### config.mk
export PLATFORM = sky130hd
export DESIGN_NAME = reorder_buffer
export DESIGN_NICKNAME = d
export VERILOG_FILES = /design/src/rtl/reorder_buffer.sv
export SDC_FILE = /design/constraint.sdc
export NUM_CORES = 2
export LEC_CHECK = 0
export ABC_CLOCK_PERIOD_IN_PS = 8200
export CAP_MARGIN = 20
export CORE_ASPECT_RATIO = 0.5
export CORE_MARGIN = 3
export CORE_UTILIZATION = 45
export DETAILED_ROUTE_END_ITERATION = 8
export GPL_TIMING_DRIVEN = 1
export PLACE_DENSITY = 0.67
export RECOVER_POWER = 25
export SYNTH_ARGS = -nofsm -noshare
export SYNTH_HDL_FRONTEND = slang
export SYNTH_SLANG_ARGS = --single-unit
### constraint.sdc
create_clock -name clk -period 8.2 [get_ports clk]
set_input_delay 1.64 -clock clk [delete_from_list [all_inputs] [get_ports clk]]
set_output_delay 1.64 -clock clk [all_outputs]
set_load 0.05 [all_outputs]
### src/rtl/reorder_buffer.sv
// rtl/reorder_buffer.sv - 16-entry reorder buffer: in-order dispatch, dual-port completion, in-order retire.
// Control state is async-reset; payload arrays are plain registers written only for live entries.
module reorder_buffer #(
  parameter int DEPTH  = 16,
  parameter int DATA_W = 32,
  parameter int PREG_W = 7
) (
  input  logic              clk,
  input  logic              rst_n,
  input  logic              disp_valid,
  input  logic [PREG_W-1:0] disp_preg_dst,
  input  logic [PREG_W-1:0] disp_old_preg_dst,
  input  logic              disp_reg_write,
  input  logic              disp_mem_write,
  output logic              disp_ready,
  output logic [3:0]        disp_rob_num,
  input  logic              cmp0_valid,
  input  logic [3:0]        cmp0_rob_num,
  input  logic [DATA_W-1:0] cmp0_data,
  input  logic              cmp1_valid,
  input  logic [3:0]        cmp1_rob_num,
  input  logic [DATA_W-1:0] cmp1_data,
  output logic              ret_valid,
  output logic [3:0]        ret_rob_num,
  output logic [PREG_W-1:0] ret_preg_dst,
  output logic [PREG_W-1:0] ret_old_preg_dst,
  output logic [DATA_W-1:0] ret_data,
  output logic              ret_reg_write,
  output logic              ret_mem_write,
  output logic              full,
  output logic              empty
);

  localparam int CNT_W = 5;

  logic [DEPTH-1:0]  valid_q;
  logic [DEPTH-1:0]  complete_q;
  logic [DEPTH-1:0]  reg_write_q;
  logic [DEPTH-1:0]  mem_write_q;
  logic [PREG_W-1:0] preg_dst_q     [DEPTH];
  logic [PREG_W-1:0] old_preg_dst_q [DEPTH];
  logic [DATA_W-1:0] data_q         [DEPTH];

  logic [3:0]       head_q;
  logic [3:0]       tail_q;
  logic [CNT_W-1:0] count_q;

  logic disp_fire;
  logic ret_fire;
  logic cmp0_hit;
  logic cmp1_hit;

  assign full         = (count_q == CNT_W'(DEPTH));
  assign empty        = (count_q == '0);
  assign disp_ready   = !full;
  assign disp_rob_num = tail_q;

  assign disp_fire = disp_valid && !full;
  assign ret_fire  = valid_q[head_q] && complete_q[head_q];

  // Validity is judged on registered state, so a completion aimed at the entry
  // being dispatched this cycle is dropped. Port 0 wins a same-entry collision.
  assign cmp0_hit = cmp0_valid && valid_q[cmp0_rob_num];
  assign cmp1_hit = cmp1_valid && valid_q[cmp1_rob_num] &&
                    !(cmp0_hit && (cmp0_rob_num == cmp1_rob_num));

  always_ff @(posedge clk or negedge rst_n) begin
    if (!rst_n) begin
      valid_q          <= '0;
      complete_q       <= '0;
      head_q           <= '0;
      tail_q           <= '0;
      count_q          <= '0;
      ret_valid        <= 1'b0;
      ret_rob_num      <= '0;
      ret_preg_dst     <= '0;
      ret_old_preg_dst <= '0;
      ret_data         <= '0;
      ret_reg_write    <= 1'b0;
      ret_mem_write    <= 1'b0;
    end else begin
      ret_valid <= ret_fire;
      if (ret_fire) begin
        ret_rob_num      <= head_q;
        ret_preg_dst     <= preg_dst_q[head_q];
        ret_old_preg_dst <= old_preg_dst_q[head_q];
        ret_data         <= data_q[head_q];
        ret_reg_write    <= reg_write_q[head_q];
        ret_mem_write    <= mem_write_q[head_q];
      end

      if (cmp1_hit) complete_q[cmp1_rob_num] <= 1'b1;
      if (cmp0_hit) complete_q[cmp0_rob_num] <= 1'b1;

      if (disp_fire) begin
        valid_q[tail_q]    <= 1'b1;
        complete_q[tail_q] <= 1'b0;
        tail_q             <= tail_q + 4'd1;
      end

      // Retire last so it overrides a late completion of the departing head.
      if (ret_fire) begin
        valid_q[head_q]    <= 1'b0;
        complete_q[head_q] <= 1'b0;
        head_q             <= head_q + 4'd1;
      end

      case ({disp_fire, ret_fire})
        2'b10:   count_q <= count_q + 5'd1;
        2'b01:   count_q <= count_q - 5'd1;
        default: count_q <= count_q;
      endcase
    end
  end

  always_ff @(posedge clk) begin
    if (cmp1_hit) data_q[cmp1_rob_num] <= cmp1_data;
    if (cmp0_hit) data_q[cmp0_rob_num] <= cmp0_data;
    if (disp_fire) begin
      preg_dst_q[tail_q]     <= disp_preg_dst;
      old_preg_dst_q[tail_q] <= disp_old_preg_dst;
      reg_write_q[tail_q]    <= disp_reg_write;
      mem_write_q[tail_q]    <= disp_mem_write;
      data_q[tail_q]         <= '0;
    end
  end

endmodule
==> impl_metrics.env <==
export IMPL_run_status="complete, but fails checks"
export IMPL_violations="capacitance limit, slew limit"
export IMPL_hold_slack_ns=0.496
export IMPL_hold_viol=0
export IMPL_routed_wl_met3_mm=15.4
export IMPL_synth_largest_area_cell="dfxtp_1"
export IMPL_crit_type="input port to register"
export IMPL_die_h_um=227
export IMPL_ys_types=51
export IMPL_p_leak_nw=17.3
export IMPL_nets=3511
export IMPL_crit_family="buffers and inverters"
export IMPL_synthArstFlopShare_pct=11.3
export IMPL_hp_class="register to register"
export IMPL_start_util_pct=45.7
export IMPL_cts_resized=0
export IMPL_tritoncts="built"
export IMPL_io_buffers=152
export IMPL_grt_pass1_vias=33153
export IMPL_viasPerCell=7.03
export IMPL_ys_warnings_count=0
export IMPL_antenna_found_initial=13
export IMPL_numCtsBuffers=81
export IMPL_drtIter0Drc=4005
export IMPL_cap_viol_max_count=1
export IMPL_clk_pin_slew_ns=0.07
export IMPL_grt_usage_pct=28.8
export IMPL_met2WireLength_mm=66.6
export IMPL_finalCritPeriodShare_pct=65.2
export IMPL_setup_tns_ns=0
export IMPL_n_fill_cell=8165
export IMPL_ys_top_cells_by_count="a211oi_1 (780), mux2i_1 (523), dfxtp_1 (512)"
export IMPL_vdd_drop_max_mv=0.333
export IMPL_ant_nets=0
export IMPL_cts_max_level=3
export IMPL_power_density_cell_area_mw_per_mm2=382
export IMPL_hold_end="complete_q[12]$_DFF_PN0_"
export IMPL_max_freq_ghz=0.187
export IMPL_cp_end_kind="register"
export IMPL_num_vias=33417
export IMPL_synth_most_common_cell="a211oi_1"
export IMPL_crit_chain="clkdlybuf4s50_1, mux4_2, and3_4, nand3_4, buf_4, a21bo_2, a211oi_1"
export IMPL_synthTopCellsByArea="dfxtp_1 (23%), edfxtp_1 (18%), a211oi_1 (13%)"
export IMPL_cts_sinks=866
export IMPL_boundaryPins=153
export IMPL_cp_start_kind="input port"
export IMPL_crit_buf_inv=2
export IMPL_ctsHoldBuffers=0
export IMPL_finalWirelength_mm=149
export IMPL_netlist_area_mm2=0.0439
export IMPL_r2r_cells=12
export IMPL_min_from="complete_q[12]$_DFF_PN0_"
export IMPL_syn_area_per_cell_um2=12.3
export IMPL_setup_violations_final=0
export IMPL_postCtsSetupBuffers=0
export IMPL_slew_headroom_pct=-91.9
export IMPL_synth_edf_count=256
export IMPL_clock_skew_ns=0.0218
export IMPL_period_needed_ns=5.35
export IMPL_rrSetupSlack_ns=3.38
export IMPL_met1_length_mm=61.4
export IMPL_drc=0
export IMPL_grt_pass1_wl_mm=221
export IMPL_wire_per_inst_um=31.3
export IMPL_firstDrtPassIters=5
export IMPL_rsz0062_at_grt="no"
export IMPL_area_growth_pct=11.1
export IMPL_finalMaxSlewViolations=38
export IMPL_dp_hpwl_mm=83.5
export IMPL_gp_congestion=0.856
export IMPL_crit_slowest_cell="a21bo_2"
export IMPL_r2r_start="head_q[1]$_DFFE_PN0N_"
export IMPL_ys_ff_latch=866
export IMPL_tightest_slew_ns=2.88
export IMPL_cp_required_ns=8.71
export IMPL_core_rowCount=80
export IMPL_ys_seq_area_share_pct=46.4
export IMPL_whs_path_depth=1
export IMPL_grt_overflow_total=0
export IMPL_die_w_um=448
export IMPL_crit_arrival_ns=5.86
export IMPL_die_area_mm2=0.102
export IMPL_root_buffer="clkbuf_16"
export IMPL_grt_start_max_net_pins=94
export IMPL_syn_inst=3562
export IMPL_highest_layer="met5"
export IMPL_drive_gt1_share_pct=17.4
export IMPL_clock_latency_ns=0.70
export IMPL_synth_ff_type="dfxtp_1"
export IMPL_r2r_end="count_q[4]$_DFFE_PN0P_"
export IMPL_critical_path_max_fanout=64
export IMPL_syn_num_nets=3668
export IMPL_core_mm2=0.0960
export IMPL_synth_top_area_share_pct=23.3
export IMPL_critPathMaxStageDelay_ns=0.99
export IMPL_cts_buffer_depth=3
==> power breakdown <==
part           switching, mW  leakage [nW]  total [mW]  internal [mW]
Clock                   1.79          1.39        4.12           2.33
Combinational           3.71          8.13        7.38           3.67
Sequential              1.04          7.79        7.12           6.08
==> layout by cell type, fill, tap and decap left out, types with 8 or more instances in the layout <==
cell	count
dlygate4sd3_1	16
a21o_2	9
nor2_4	14
o21ai_0	13
inv_1	8
nand2_1	33
dfxtp_1	512
nand3_1	12
clkdlybuf4s50_1	135
a211oi_1	780
a211oi_2	20
dfrtp_1	94
a21oi_1	147
edfxtp_1	256
o221a_2	8
mux2i_1	522
buf_4	79
a221oi_1	96
mux2_2	52
nand2b_1	132
ha_1	12
clkbuf_16	83
o21a_1	16
clkbuf_8	14
diode_2	9
bufinv_16	10
xnor2_1	8
clkbuf_1	22
buf_12	8
clkinv_2	9
mux4_2	245
nor2_1	14
==> metal layers <==
metal | global-route usage, % | up-vias
met2 | 44.1 | 2049
met1 | 39.7 | 17077
met4 | 11.9 | 2
met5 | 0 | -
li1 | - | 13899
met3 | 6.63 | 390
==> sequential cells by signal (all words and copies together) (netlist names), 4 cells and up <==
| signal | count |
|---|---|
| complete_q | 16 |
| count_q | 5 |
| data_q | 512 |
| disp_rob_num | 4 |
| head_q | 4 |
| mem_write_q | 16 |
| old_preg_dst_q | 112 |
| preg_dst_q | 112 |
| reg_write_q | 16 |
| ret_data | 32 |
| ret_old_preg_dst | 7 |
| ret_preg_dst | 7 |
| ret_rob_num | 4 |
| valid_q | 16 |
==> cell type report <==
type | count | area, µm² | area share, %
inverters | 8 | 30.0 | 0.0615
diodes | 9 | 22.5 | 0.0462
repair buffers | 239 | 2270 | 4.65
well taps | 1271 | 1590 | 3.26
clock buffers | 118 | 2350 | 4.81
clock inverters | 32 | 509 | 1.04
multi-input cells | 2209 | 21600 | 44.3
flip-flops and latches | 866 | 20400 | 41.8
==> how the worst max path moves through the flow <==
stage,start,endpoint,cells after the start
6_report,cmp0_rob_num[1],data_q[3][13]$_SDFFE_PP0P_,7
5_1_grt,cmp0_rob_num[1],data_q[3][28]$_SDFFE_PP0P_,7
2_1_floorplan,disp_valid,mem_write_q[2]$_DFFE_PP_,5
3_3_place_gp,cmp0_rob_num[1],data_q[3][27]$_SDFFE_PP0P_,7
3_5_place_dp,cmp0_rob_num[0],data_q[3][28]$_SDFFE_PP0P_,7
4_1_cts,cmp0_rob_num[0],data_q[3][17]$_SDFFE_PP0P_,7
==> cells by family (layout without fill, tap and decap cells) <==
| kind of cell | Yosys count | after routing | share of synthesized area [%] |
|---|---|---|---|
| AO/OA/AOI/OAI | 1111 | 1111 | 18.8 |
| other | 0 | 9 | 0 |
| adder cells (fa/ha/maj) | 13 | 13 | 0.388 |
| XOR/XNOR | 15 | 15 | 0.299 |
| AND/OR/NAND/NOR | 250 | 250 | 3.17 |
| flip-flops | 866 | 866 | 46.4 |
| buffers and inverters | 487 | 397 | 5.06 |
| multiplexers | 820 | 820 | 25.8 |
==> stage by stage <==
step	cell area [µm²]	instances	power, mW	setup slack (ns)	util, %
finish	48800	4752	18.6	2.85	50.8
floorplan	43900	3562	12.3	4.29	-
detailed placement	45800	4589	14.5	2.21	47.8
global route	48800	4752	19.5	2.73	50.8
CTS	48700	4739	18.6	2.93	50.7
global placement	45800	4589	14.2	2.32	47.8
Note: power is estimated with default switching activity, not from simulation.
